**src/rtl/ibex_pkg.sv**
```systemverilog
// Shared types for the writeback queue: retiring-instruction class and the
// per-entry payload held while an instruction waits to write the register file.
package ibex_pkg;

  typedef enum logic [1:0] {
    WB_INSTR_LOAD  = 2'b00,
    WB_INSTR_STORE = 2'b01,
    WB_INSTR_OTHER = 2'b10
  } wb_instr_type_e;

  typedef struct packed {
    logic           we;
    logic [4:0]     waddr;
    logic [31:0]    wdata;
    wb_instr_type_e instr_type;
    logic [31:0]    pc;
    logic           compressed;
    logic           count;
  } wb_entry_t;

endpackage

```
**src/rtl/ibex_wb_fwd_match.sv**
```systemverilog
// Youngest-match selector for one ID read port. Inputs are in age order
// (bit 0 oldest), so the last matching entry in the scan is the youngest.
module ibex_wb_fwd_match #(
  parameter int unsigned Depth = 2
) (
  input  logic [Depth-1:0]       match,
  input  logic [Depth-1:0]       is_load,
  input  logic [Depth-1:0][31:0] wdata,
  output logic                   valid,
  output logic [31:0]            data,
  output logic                   stall
);

  always_comb begin
    valid = 1'b0;
    data  = '0;
    stall = 1'b0;
    for (int k = 0; k < Depth; k++) begin
      if (match[k]) begin
        valid = ~is_load[k];
        stall = is_load[k];
        data  = is_load[k] ? 32'h0 : wdata[k];
      end
    end
  end

endmodule

```
**src/rtl/ibex_wb_queue.sv**
```systemverilog
// Multi-entry in-order writeback queue between ID/EX and the register file:
// circular buffer, one retire per cycle, youngest-match forwarding/stall.
module ibex_wb_queue
  import ibex_pkg::*;
#(
  parameter int unsigned  Depth    = 2,
  parameter bit           ResetAll = 1'b0,
  localparam int unsigned CntW     = $clog2(Depth + 1)
) (
  input  logic            clk_i,
  input  logic            rst_ni,
  input  logic            en_wb_i,
  input  logic [1:0]      instr_type_wb_i,
  input  logic [31:0]     pc_id_i,
  input  logic            instr_is_compressed_id_i,
  input  logic            instr_perf_count_id_i,
  input  logic [4:0]      rf_waddr_id_i,
  input  logic [31:0]     rf_wdata_id_i,
  input  logic            rf_we_id_i,
  input  logic [31:0]     rf_wdata_lsu_i,
  input  logic            rf_we_lsu_i,
  input  logic            lsu_resp_valid_i,
  input  logic            lsu_resp_err_i,
  input  logic [4:0]      rf_raddr_a_i,
  input  logic [4:0]      rf_raddr_b_i,
  output logic            ready_wb_o,
  output logic [4:0]      rf_waddr_wb_o,
  output logic [31:0]     rf_wdata_wb_o,
  output logic            rf_we_wb_o,
  output logic            outstanding_load_wb_o,
  output logic            outstanding_store_wb_o,
  output logic [31:0]     pc_wb_o,
  output logic            instr_done_wb_o,
  output logic            perf_instr_ret_wb_o,
  output logic            perf_instr_ret_compressed_wb_o,
  output logic [CntW-1:0] perf_instr_ret_spec_cnt_o,
  output logic [CntW-1:0] perf_instr_ret_c_spec_cnt_o,
  output logic            fwd_a_valid_o,
  output logic [31:0]     fwd_a_data_o,
  output logic            fwd_a_stall_o,
  output logic            fwd_b_valid_o,
  output logic [31:0]     fwd_b_data_o,
  output logic            fwd_b_stall_o,
  output logic [CntW-1:0] occupancy_o
);

  localparam int unsigned PtrW = (Depth > 1) ? $clog2(Depth) : 1;

  wb_entry_t        entry_reg [Depth];
  logic [Depth-1:0] valid_reg;
  logic [PtrW-1:0]  head_ptr_reg, tail_ptr_reg;
  logic [CntW-1:0]  count_reg;

  wb_entry_t head, in_entry;
  logic      head_valid, head_done, full, enq, id_we;

  function automatic logic [PtrW-1:0] ptr_inc(input logic [PtrW-1:0] p);
    if (p == PtrW'(Depth - 1)) return '0;
    return p + PtrW'(1);
  endfunction

  assign head       = entry_reg[head_ptr_reg];
  assign head_valid = valid_reg[head_ptr_reg];
  assign head_done  = head_valid & ((head.instr_type == WB_INSTR_OTHER) | lsu_resp_valid_i);
  assign full       = (count_reg == CntW'(Depth));
  assign ready_wb_o = ~full | head_done;
  assign enq        = en_wb_i & ready_wb_o;

  assign in_entry = '{
    we:         rf_we_id_i,
    waddr:      rf_waddr_id_i,
    wdata:      rf_wdata_id_i,
    instr_type: wb_instr_type_e'(instr_type_wb_i),
    pc:         pc_id_i,
    compressed: instr_is_compressed_id_i,
    count:      instr_perf_count_id_i
  };

  // When full, head and tail coincide: the retire clear is overridden by the enqueue set.
  always_ff @(posedge clk_i or negedge rst_ni) begin
    if (!rst_ni) begin
      valid_reg    <= '0;
      head_ptr_reg <= '0;
      tail_ptr_reg <= '0;
      count_reg    <= '0;
    end else begin
      if (head_done) begin
        valid_reg[head_ptr_reg] <= 1'b0;
        head_ptr_reg            <= ptr_inc(head_ptr_reg);
      end
      if (enq) begin
        valid_reg[tail_ptr_reg] <= 1'b1;
        tail_ptr_reg            <= ptr_inc(tail_ptr_reg);
      end
      count_reg <= count_reg + CntW'(enq) - CntW'(head_done);
    end
  end

  if (ResetAll) begin : g_payload_rst
    always_ff @(posedge clk_i or negedge rst_ni) begin
      if (!rst_ni) begin
        for (int k = 0; k < Depth; k++) entry_reg[k] <= '0;
      end else if (enq) begin
        entry_reg[tail_ptr_reg] <= in_entry;
      end
    end
  end else begin : g_payload
    always_ff @(posedge clk_i) begin
      if (enq) entry_reg[tail_ptr_reg] <= in_entry;
    end
  end

  // Register file write: ID result for a retiring OTHER, else load data from the LSU.
  assign id_we           = head_valid & (head.instr_type == WB_INSTR_OTHER) & head.we;
  assign rf_we_wb_o      = id_we | rf_we_lsu_i;
  assign rf_waddr_wb_o   = head_valid ? head.waddr : 5'd0;
  assign rf_wdata_wb_o   = ({32{id_we}} & head.wdata) | ({32{rf_we_lsu_i}} & rf_wdata_lsu_i);
  assign pc_wb_o         = head_valid ? head.pc : 32'h0;
  assign instr_done_wb_o = head_done;
  assign occupancy_o     = count_reg;

  assign perf_instr_ret_wb_o            = head_done & head.count &
                                          ~(lsu_resp_valid_i & lsu_resp_err_i);
  assign perf_instr_ret_compressed_wb_o = perf_instr_ret_wb_o & head.compressed;

  logic [Depth-1:0] is_load_slot, is_store_slot, cnt_slot, cnt_c_slot;

  for (genvar gi = 0; gi < Depth; gi++) begin : g_slot
    assign is_load_slot[gi]  = valid_reg[gi] & (entry_reg[gi].instr_type == WB_INSTR_LOAD);
    assign is_store_slot[gi] = valid_reg[gi] & (entry_reg[gi].instr_type == WB_INSTR_STORE);
    assign cnt_slot[gi]      = valid_reg[gi] & entry_reg[gi].count;
    assign cnt_c_slot[gi]    = valid_reg[gi] & entry_reg[gi].count & entry_reg[gi].compressed;
  end

  assign outstanding_load_wb_o  = |is_load_slot;
  assign outstanding_store_wb_o = |is_store_slot;

  always_comb begin
    perf_instr_ret_spec_cnt_o   = '0;
    perf_instr_ret_c_spec_cnt_o = '0;
    for (int k = 0; k < Depth; k++) begin
      perf_instr_ret_spec_cnt_o   = perf_instr_ret_spec_cnt_o + CntW'(cnt_slot[k]);
      perf_instr_ret_c_spec_cnt_o = perf_instr_ret_c_spec_cnt_o + CntW'(cnt_c_slot[k]);
    end
  end

  // Reorder slots by age (position 0 = head) so the selector can pick the youngest match.
  logic [Depth-1:0]       match_a, match_b, age_is_load;
  logic [Depth-1:0][31:0] age_wdata;

  for (genvar gi = 0; gi < Depth; gi++) begin : g_age
    logic [PtrW:0]   sum;
    logic [PtrW-1:0] idx;
    logic            writes_rf;

    assign sum = {1'b0, head_ptr_reg} + (PtrW + 1)'(gi);
    assign idx = (sum >= (PtrW + 1)'(Depth)) ? PtrW'(sum - (PtrW + 1)'(Depth)) : sum[PtrW-1:0];
    assign writes_rf = valid_reg[idx] &
                       (entry_reg[idx].we | (entry_reg[idx].instr_type == WB_INSTR_LOAD));
    assign match_a[gi] = writes_rf & (entry_reg[idx].waddr == rf_raddr_a_i) & (rf_raddr_a_i != 5'd0);
    assign match_b[gi] = writes_rf & (entry_reg[idx].waddr == rf_raddr_b_i) & (rf_raddr_b_i != 5'd0);
    assign age_is_load[gi] = entry_reg[idx].instr_type == WB_INSTR_LOAD;
    assign age_wdata[gi]   = entry_reg[idx].wdata;
  end

  ibex_wb_fwd_match #(.Depth(Depth)) u_fwd_a (
    .match   (match_a),
    .is_load (age_is_load),
    .wdata   (age_wdata),
    .valid   (fwd_a_valid_o),
    .data    (fwd_a_data_o),
    .stall   (fwd_a_stall_o)
  );

  ibex_wb_fwd_match #(.Depth(Depth)) u_fwd_b (
    .match   (match_b),
    .is_load (age_is_load),
    .wdata   (age_wdata),
    .valid   (fwd_b_valid_o),
    .data    (fwd_b_data_o),
    .stall   (fwd_b_stall_o)
  );

  a_rf_we_onehot: assert property (@(posedge clk_i) disable iff (!rst_ni)
    !(id_we & rf_we_lsu_i));
  a_lsu_resp_head: assert property (@(posedge clk_i) disable iff (!rst_ni)
    lsu_resp_valid_i |-> (head_valid & (head.instr_type != WB_INSTR_OTHER)));
  a_no_enq_full: assert property (@(posedge clk_i) disable iff (!rst_ni)
    !(en_wb_i & full & ~head_done));

endmodule

```
**config.mk**
```make
export PLATFORM = sky130hd
export DESIGN_NAME = ibex_wb_queue
export DESIGN_NICKNAME = d
export VERILOG_FILES = /design/src/rtl/ibex_pkg.sv /design/src/rtl/ibex_wb_fwd_match.sv /design/src/rtl/ibex_wb_queue.sv
export SDC_FILE = /design/constraint.sdc
export NUM_CORES = 1
export LEC_CHECK = 0
export BUFFER_PORTS_ARGS = -buffer_cell sky130_fd_sc_hd__buf_2
export CAP_MARGIN = 20
export CORE_MARGIN = 2
export CORE_UTILIZATION = 50
export DETAILED_ROUTE_END_ITERATION = 16
export GPL_TIMING_DRIVEN = 0
export PLACE_DENSITY = 0.81
export SYNTH_ARGS = -nofsm -noshare
export SYNTH_HDL_FRONTEND = slang
export SYNTH_SLANG_ARGS = --single-unit
```
**constraint.sdc**
```tcl
create_clock -name clk_i -period 5.6 [get_ports clk_i]
set_clock_uncertainty 0.05 [all_clocks]
set_input_delay 1.12 -clock clk_i [delete_from_list [all_inputs] [get_ports clk_i]]
set_output_delay 1.12 -clock clk_i [all_outputs]
set_load 0.02 [all_outputs]
```
### Word-level counts from Yosys, hierarchy flattened

Memory sizes are Yosys's and may differ from the RTL's.
Index checks and enable logic that the tools add are counted.

| storage, ports and cells | value |
|---|---|
| memories | 1 |
| word-level logic and storage cells | 121 |
| bits of input ports | 122 |
| register bits | 6 |
| output and inout bits | 150 |
| memory bits (writable) | 148 |

| operators by class | value |
|---|---|
| reduce and logical (&&, ||, !) cells | 10 |
| bitwise logic cells | 41 |
| eq/ne operators | 8 |
| $add $sub $neg | 9 |
| muxes and demuxes | 40 |
| $lt $le $gt $ge | 8 |

Memory list:

| name | depth | width | read ports | clocked after memory_dff | write ports | line | RTL |
|---|---|---|---|---|---|---|---|
| entry_reg | 2 | 74 | 5 | 0 | 1 | ibex_wb_queue.sv:49 | `wb_entry_t entry_reg [Depth];` |

Operators by type and width:

| operator | count |
|---|---|
| 32-bit 2-to-1 mux | 7 |
| 32-bit AND | 2 |
| 32-bit bitwise OR | 1 |
| 1-bit 2-to-1 mux | 28 |
| 1-bit AND | 26 |
| 5-bit == test | 4 |
| 5-bit nonzero test | 2 |
| 2-bit zero test | 4 |
| 1-bit by 2-bit < comparator with 1-bit output (second input constant) | 4 |
| 5-bit 2-to-1 mux | 1 |
| 1-bit bitwise OR | 5 |
| 1-bit by 1-bit adder with 2-bit output | 2 |
| 2-bit by 1-bit == test with 1-bit output (second input constant) | 2 |
| 2-bit == test (second input constant) | 2 |
| 2-bit 2-to-1 mux | 2 |
| 1-bit NOT | 4 |
| 2-bit OR reduction | 2 |
| 1-bit adder (second input constant) | 2 |
| 1-bit by 1-bit adder with 2-bit output (second input constant) | 1 |
| 2-bit by 1-bit adder with 2-bit output | 1 |
| 2-bit AND | 1 |
| 1-bit demux with 1-bit select | 2 |
| 1-bit greater-or-equal comparator (second input constant) | 2 |
| 1-bit by 2-bit greater-or-equal comparator with 1-bit output (second input constant) | 1 |
| other kinds (6) | 8 |

### Longest topological paths before layout

Gate-level depths: netlist (run 1).
An unclocked memory read counts as a cell.

| depth | value |
|---|---|
| word-level depth | 10 |
| gate-level depth with buffers | 12 |

### Hierarchy

From an unflattened synthesis (run 1), not the netlist that was laid out.

| second synthesis, totals | value |
|---|---|
| cell total of the unflattened synthesis | 541 |
| area total of the unflattened synthesis | 8012.7 um^2 |

By module, submodules not included:

| module | area each (um^2) | times used | cells each | sequential area each (um^2) |
|---|---|---|---|---|
| ibex_wb_queue | 6976.7 | 1 | 441 | 4594.4 |
| ibex_wb_fwd_match | 518.0 | 2 | 50 | 0.0 |

### Least setup slack after synthesis (run 1)

No wires, ideal clock.

| timing | value |
|---|---|
| path kind | input -> register |
| from | in lsu_resp_valid_i |
| to | mem entry_reg[0][0] (netlist name), enable pin |
| stages | 5 |
| setup slack | -0.122 ns |
| arrival time | 5.165 ns |
| cell sequence | a221oi_1 nor2_1 or3b_1 nand2_1 nor2_1 |

| between the ends | value |
|---|---|
| longest elaborated chain between the ends | 6 |

RTL lines:

| item | line | RTL |
|---|---|---|
| from (decl) | ibex_wb_queue.sv:22 | `input logic lsu_resp_valid_i,` |
| 1-bit bitwise OR | ibex_wb_queue.sv:64 | `assign head_done = head_valid & ((head.instr_type == WB_INSTR_OTHER) \| lsu_resp_valid_i);` |
| 1-bit AND | ibex_wb_queue.sv:64 |  |
| net instr_done_wb_o | ibex_wb_queue.sv:33 | `output logic instr_done_wb_o,` |
| 1-bit bitwise OR | ibex_wb_queue.sv:66 | `assign ready_wb_o = ~full \| head_done;` |
| net ready_wb_o | ibex_wb_queue.sv:26 | `output logic ready_wb_o,` |
| 1-bit AND | ibex_wb_queue.sv:67 | `assign enq = en_wb_i & ready_wb_o;` |
| 1-bit 2-to-1 mux | ibex_wb_queue.sv:109 | `if (enq) entry_reg[tail_ptr_reg] <= in_entry;` |
| 1-bit 2-to-1 mux (implied by the code) | ibex_wb_queue.sv:109 |  |
| to (decl) | ibex_wb_queue.sv:49 |  |

The timed path passes the listed nets, and every way through them passes these cells.

### Worst setup path in the final report (run 1)

| timing | value |
|---|---|
| from | in rf_raddr_b_i[1] |
| to | out fwd_b_data_o[27] |

| between the ends | value |
|---|---|
| longest elaborated chain between the ends | 5 |
| elaborated cells between the ends (all ways) | 9 |

RTL lines:

| item | line | RTL |
|---|---|---|
| from (decl) | ibex_wb_queue.sv:25 | `input logic [4:0] rf_raddr_b_i,` |
| 5-bit == test | ibex_wb_queue.sv:161 | `assign match_b[gi] = writes_rf & (entry_reg[idx].waddr == rf_raddr_b_i) & (rf_raddr_b_i != 5'd0);` |
| 1-bit AND (2 in a row) | ibex_wb_queue.sv:161 |  |
| 32-bit 2-to-1 mux | ibex_wb_fwd_match.sv:19 | `if (match[k]) begin` |
| 32-bit 2-to-1 mux * | ibex_wb_fwd_match.sv:19 |  |
| to (decl) | ibex_wb_queue.sv:42 | `output logic [31:0] fwd_b_data_o,` |

Mark *: on every way between the ends. The rest lies on a longest branch, timed or not.

==> reports/qor.csv, run 1 <==
stage,metric,value,unit
run_status,status,completed,
clocking,cts-root-buf,clkbuf_16,
setup_path,path_common_cell,buf_2,
drt,avgRoutedWirePerCell,19.7,um
clocking,cts_tree,done,
timing,fin_crit_sh,83.1,%
floorplan,dieArea,0.0159,mm2
drt,vias,5849,
drt,top_layer,met4,
synthesis,syn_avg_cell_area,13.6,um2
setup_path,arrival,3.48,ns
timing,finalSetupViolCount,0,
global_route,grt_max_degree,35,
min_path,hold_class,input pin to async pin,
synthesis,syn_nets,675,
timing,hold_viol_final,0,
setup_path,worstPathCellList,buf_2 -> or4_1 -> nor2_1 -> nor3_1 -> nand2_2 -> mux2i_4 -> buf_2 -> a22o_1 -> buf_2,
clocking,postCtsHoldBufs,0,
global_route,antenna_found_initial,0,
clocking,insertion_delay,0.41,ns
final_layout,fin_util,66.8,%
floorplan,fp.dieW,126,um
pwr,ir_drop,0.360,mV
clocking,cts.path.max_buffers,2,
clocking,post-cts-setup-buffers,0,
drt,dr_wl_met2,10300,um
pwr,switchingPower,1.84,mW
drt,via_per_inst,5.63,
timing,fmax,0.215,GHz
pwr,p_int,2.99,mW
floorplan,io_pins,272,
floorplan,die_y,126,um
setup_path,timing.rr.start,head_ptr_reg,
final_layout,fillers,1089,
pwr,power_density,497,mW/mm2
floorplan,core_area,0.0145,mm2
final_layout,layout_common_cells,"buf_2, edfxtp_1, mux2i_1",
drt,wl_met3,1640,um
final_layout,antenna_cells,0,
floorplan,start_util,51.2,%
setup_path,r2r.worst_path.cells,12,
drt,drcViolationCount,0,
timing,holdWs,0.470,ns
flow_run,max_cap_violations,0,
setup_path,worst-setup-path-type,input pin to output pin,
final_layout,final_cell_area,0.00971,mm2
timing,final.setup.tns,0,ns
setup_path,required,4.43,ns
timing,max_slew_margin,41.4,%
placement,gp_congestion,0.851,
synthesis,syn_area,0.00744,mm2
pwr,netSwitchingFraction,38.2,%
timing,layout_min_cycle_time,4.65,ns
drt,drt_pass1_iterations,6,
setup_path,critical-path-max-stage-delay,0.51,ns
global_route,track_usage,25.2,%
final_layout,final_common_cell,buf_2,
synthesis,synth-seq-cells,154,
setup_path,critPathSlowestCell,or4_1,
placement,hpwl,14800,um
drt,ant_nets,0,
synthesis,syn_inst,549,
floorplan,rows,44,
clocking,htree_levels,4,
synthesis,synth.distinct_cells,44,
clocking,cts_sinks,154,
drt,wirelength,20400,um
setup_path,crit_path_max_fanout,10,
pwr,p_clk_share,23.7,%
clocking,cts_buffers,17,
final_layout,largest_reg_flops,148,
pwr,p_leak,4.17,nW
clocking,cts_resized,0,
final_layout,multi_input_area,0.00263,mm2
synthesis,ys_seq_area_share,61.8,%
placement,placed_cell_area,0.00912,mm2
drt,drt_iter0_drc,636,
final_layout,area_growth,30.6,%
setup_path,worstSetupStartpointType,input pin,
timing,rsz0062_at_grt,no,
setup_path,endpoint_kind,output pin,
global_route,grt_pass1_vias,5648,
global_route,overflow,0,
pwr,pwr-share-seq,36.1,%
pwr,combPwrFrac,40.1,%
setup_path,timing.rr.end,occupancy_o[1],
placement,port-buffer-count,270,
global_route,grt_first_pass_wirelength,30400,um
drt,wl_met1,8050,um
final_layout,drive_gt1_share,39.6,%
placement,place_worst_setup_slack,0.981,ns
timing,drv_slew,0,
synthesis,synth_warnings,0,
clocking,clkTransAtPathRegs,0.06,ns
final_layout,seq_area,0.00459,mm2
timing,timing.final.ws_setup,0.949,ns
timing,worstMarginPinSlew,0.879,ns
setup_path,reg2reg_slack,2.52,ns
final_layout,fin_nets,968,
-- power groups by stage --
stage | logic, mW | clock network, mW | registers [mW]
final | 1.94 | 1.15 | 1.75
after global routing | 2.08 | 1.20 | 1.78
after CTS | 1.95 | 1.16 | 1.74
after detailed placement | 1.93 | 0 | 1.77
after global placement | 1.85 | 0 | 1.80
after floorplan | 1.30 | 0 | 1.77
-- cell families (layout without fill, tap and decap cells) --
kind of cell / Yosys count / in the layout / synth area share, %
DFF: 154 / 154 / 61.8
and+or+nand+nor: 131 / 131 / 8.71
adders and majority gates: 4 / 4 / 0.673
buffers and inverters: 39 / 344 / 3.13
AOI/OAI and AO/OA: 119 / 119 / 11.7
muxes: 79 / 79 / 11.3
xor gates and xnor gates: 23 / 23 / 2.71
-- cell type report --
cell class                 instances  share of cell area, %
inverter                           5                  0.193
tap                              184                   2.37
multi-input combinational        356                   27.1
sequential                       154                   47.3
clock inverter                    14                   1.76
timing repair buffer             274                   14.7
clock buffer                      17                   4.38
buffer                            34                   2.20
-- Yosys cell counts (all sizes together) --
master  count  area share [%]
or3b        1            0.12
a32oi       4            0.47
nand2b      3            0.25
o21bai      2            0.20
xnor2      23             2.7
a22oi       1            0.10
ha          4            0.67
or4         2            0.20
nor4b       1            0.20
or3         1           0.084
nor2       46             2.3
nand3       6            0.40
nand4       3            0.25
clkbuf     18            0.91
or2         2            0.17
o22ai       4            0.34
o21ai      39             2.6
inv         5            0.25
nor2b       5            0.42
buf        16             2.0
edfxtp    148              60
and2        3            0.25
and3        2            0.17
dfrtp       6             2.0
nor3        4            0.34
a221oi      1            0.12
nor4        8             1.2
a22o       64             7.5
a21oi       2            0.13
a31oi       2            0.17
nand2      44             2.3
mux2i      79              11
-- metrics by stage --
step	instances	total power [mW]
after floorplan	549	3.07
after global placement	1003	3.66
after detailed placement	1007	3.70
after CTS	1038	4.85
after global routing	1038	5.06
final	1038	4.83
-- worst max-delay path, delay by kind of cell --
| kind | cells | cell delay [ns] |
|---|---|---|
| buf+inv | 3 | 0.63 |
| compound gates | 1 | 0.22 |
| mux | 1 | 0.33 |
| simple gates | 4 | 1.18 |
-- worst max path at each step --
stage | from | to | cells past startpoint
after global routing | rf_raddr_b_i[1] | fwd_b_data_o[1] | 9
after global placement | lsu_resp_valid_i | entry_reg[0][14] | 6
final | rf_raddr_b_i[1] | fwd_b_data_o[27] | 9
after CTS | rf_raddr_b_i[1] | fwd_b_data_o[27] | 9
after floorplan | lsu_resp_valid_i | entry_reg[0][0] | 5
after detailed placement | rf_raddr_b_i[1] | fwd_b_data_o[27] | 9
-- metal layers --
layer | vias to the layer above | global-route usage (%)
met4 | 0 | 9.18
li1 | 2695 | -
met3 | 28 | 6.84
met2 | 301 | 41.7
met1 | 2825 | 32.0
met5 | - | 0
Note: power is estimated with default switching activity, not from simulation.
==> inputs of run 2 (changes only) <==
--- a/config.mk
+++ b/config.mk
@@ -8,10 +8,10 @@
 export BUFFER_PORTS_ARGS = -buffer_cell sky130_fd_sc_hd__buf_2
 export CAP_MARGIN = 20
 export CORE_MARGIN = 2
-export CORE_UTILIZATION = 50
+export CORE_UTILIZATION = 45
 export DETAILED_ROUTE_END_ITERATION = 16
 export GPL_TIMING_DRIVEN = 0
-export PLACE_DENSITY = 0.81
+export PLACE_DENSITY = 0.77
 export SYNTH_ARGS = -nofsm -noshare
 export SYNTH_HDL_FRONTEND = slang
 export SYNTH_SLANG_ARGS = --single-unit
==> constraint.sdc (replaced) <==
create_clock -name clk_i -period 3.9 [get_ports clk_i]
set_clock_uncertainty 0.05 [all_clocks]
set_input_delay 0.78 -clock clk_i [delete_from_list [all_inputs] [get_ports clk_i]]
set_output_delay 0.78 -clock clk_i [all_outputs]
set_load 0.02 [all_outputs]
==> run 2 against run 1 <==
Compared with the run above: register-to-register slack worse by 1.8 ns; critical endpoint is now fwd_a_data_o[2]; critical path type is now flip-flop to output pin; combinational power increased by 53%; via count is 0.27% higher; sequential share of layout area shrank 1.5 points; utilization shrank 5.5 points; final cell count increased by 4.5%; cell area grew 3.3%; hold slack worse by 0.35 ns; clock-buffer cell count did not move; flip-flop and latch count unchanged.
==> reports/qor.csv, run 2 (synthesis results as in run 1) <==
stage,metric,value,unit
final_layout,final_common_cell,buf_2,
clocking,insertion_delay,0.42,ns
final_layout,antenna_cells,0,
clocking,cts_tree,done,
pwr,pwr-share-seq,35.4,%
pwr,switchingPower,2.78,mW
timing,drv_slew,0,
setup_path,required,3.07,ns
drt,via_per_inst,5.41,
flow_run,max_cap_violations,0,
pwr,ir_drop,0.462,mV
final_layout,layout_common_cells,"buf_2, edfxtp_1, mux2i_1",
placement,hpwl,15200,um
pwr,p_int,4.31,mW
drt,drcViolationCount,0,
drt,avgRoutedWirePerCell,19.2,um
clocking,postCtsHoldBufs,0,
floorplan,io_pins,272,
placement,gp_congestion,0.815,
global_route,grt-busiest-layer,met2,
drt,drt_pass1_iterations,5,
placement,port-buffer-count,270,
global_route,overflow,0,
global_route,gr-usage-met1,29.7,%
floorplan,core_area,0.0163,mm2
final_layout,drive_gt1_share,41.6,%
clocking,cts-root-buf,clkbuf_16,
setup_path,arrival,2.95,ns
global_route,antenna_found_initial,1,
timing,max_slew_margin,46.5,%
global_route,gr-usage-met3,5.86,%
floorplan,die_y,133,um
pwr,p_leak,4.29,nW
global_route,grt_util_met2,38.5,%
setup_path,worst-setup-path-type,flip-flop to output pin,
clocking,htree_levels,4,
global_route,track_usage,23.3,%
pwr,p_clk_share,22.8,%
timing,fin_crit_sh,96.8,%
timing,layout_min_cycle_time,3.78,ns
global_route,grt_max_degree,22,
timing,hold_viol_final,0,
timing,finalSetupViolCount,0,
floorplan,dieArea,0.0176,mm2
floorplan,start_util,45.5,%
timing,holdWs,0.120,ns
clocking,cts.path.max_buffers,2,
setup_path,endpoint_kind,output pin,
pwr,combPwrFrac,41.8,%
drt,ant_nets,0,
floorplan,rows,47,
timing,fmax,0.265,GHz
global_route,grt_pass1_vias,5616,
clocking,cts_buffers,17,
final_layout,fin_nets,979,
timing,worstMarginPinSlew,0.802,ns
setup_path,crit_path_max_fanout,10,
global_route,grt_first_pass_wirelength,31200,um
drt,drt_iter0_drc,362,
final_layout,area_growth,34.8,%
pwr,netSwitchingFraction,39.2,%
placement,place_worst_setup_slack,-0.0407,ns
run_status,status,completed,
final_layout,largest_reg_flops,148,
clocking,cts_sinks,154,
pwr,power_density,706,mW/mm2
floorplan,fp.dieW,133,um
setup_path,worstSetupStartpointType,flip-flop,
timing,timing.final.ws_setup,0.125,ns
clocking,clkTransAtPathRegs,0.07,ns
min_path,hold_class,input pin to async pin,
drt,vias,5865,
drt,wirelength,20900,um
run 2: cell count changes in the layout (fill, tap and decap cells not counted), sizes merged, moves of 2 or more:
cell	previous run	this run
clkbuf	35	37
clkinv	6	4
clkinvlp	2	0
bufinv	3	1
buf	290	298
inv	8	14
run 2: worst max-delay path, cell delays in order, from the launching register on:
cell      delay [ns]
dfrtp_1         0.34
buf_6           0.14
buf_12          0.16
mux2i_4         0.29
xnor2_1         0.13
nor4_4          0.36
nand4_1         0.22
mux2i_4         0.21
buf_12          0.15
clkbuf_4        0.20
a22o_1          0.15
buf_2           0.16
run 2: per-layer routing:
| layer | routed length, um | up-vias | share of wire, % |
|---|---|---|---|
| met1 | 8810 | 2862 | 42 |
| met3 | 1440 | 34 | 6.9 |
| met5 | 13 | - | 0.062 |
| met2 | 10100 | 237 | 48 |
| met4 | 470 | 2 | 2.3 |
| li1 | - | 2730 | - |
run 2: per-stage QoR:
stage	setup TNS, ns	instances	cell area (um2)	utilization (%)	total power, mW
2_1_floorplan	-42.02	549	7440	-	4.39
3_3_place_gp	-184.48	1039	9070	55.5	5.25
3_5_place_dp	-0.0523	1045	9250	56.6	5.41
4_1_cts	0	1078	9880	60.4	7.05
5_1_grt	-0.0559	1085	10000	61.4	7.45
6_report	0	1085	10000	61.4	7.09
run 2: final timing paths:
check | startpoint | cells after the start | end | slack [ns]
max in group asynchronous | rst_ni | 1 | valid_reg[0] | 3.53
worst max-delay path | head_ptr_reg | 11 | fwd_a_data_o[2] | 0.12
worst min register to register | occupancy_o[1] | 1 | occupancy_o[1] | 0.46
worst max register to register | head_ptr_reg | 10 | entry_reg[0][11] | 0.76
worst min-delay path | rst_ni | 1 | occupancy_o[0] | 0.12
min in group clk_i | occupancy_o[1] | 1 | occupancy_o[1] | 0.46
run 2: power groups by stage:
stage          Sequential [mW]  Clock (mW)  Combinational, mW
2_1_floorplan             2.52           0               1.87
3_3_place_gp              2.56           0               2.69
3_5_place_dp              2.53           0               2.88
4_1_cts                   2.50        1.65               2.90
5_1_grt                   2.55        1.71               3.18
6_report                  2.51        1.62               2.96
run 2: area by class of cell:
cell class	instances	area, um2
multi-input cells	356	2720
inverters	5	18.8
flip-flops and latches	154	4590
plain buffers	34	244
well taps	220	275
clock buffers	17	425
fillers	1335	6320
clock inverters	14	155
repair buffers	285	1600
run 2: timing repair:
| action | in CTS | in global routing |
|---|---|---|
| endpoints found under the hold margin | 0 | 0 |
| gates resized for setup | 8 | 23 |
| gates cloned | 0 | 2 |
| pin swaps | 0 | 3 |
| endpoints found under the setup margin | 57 | 64 |
| setup buffers | 2 | 5 |
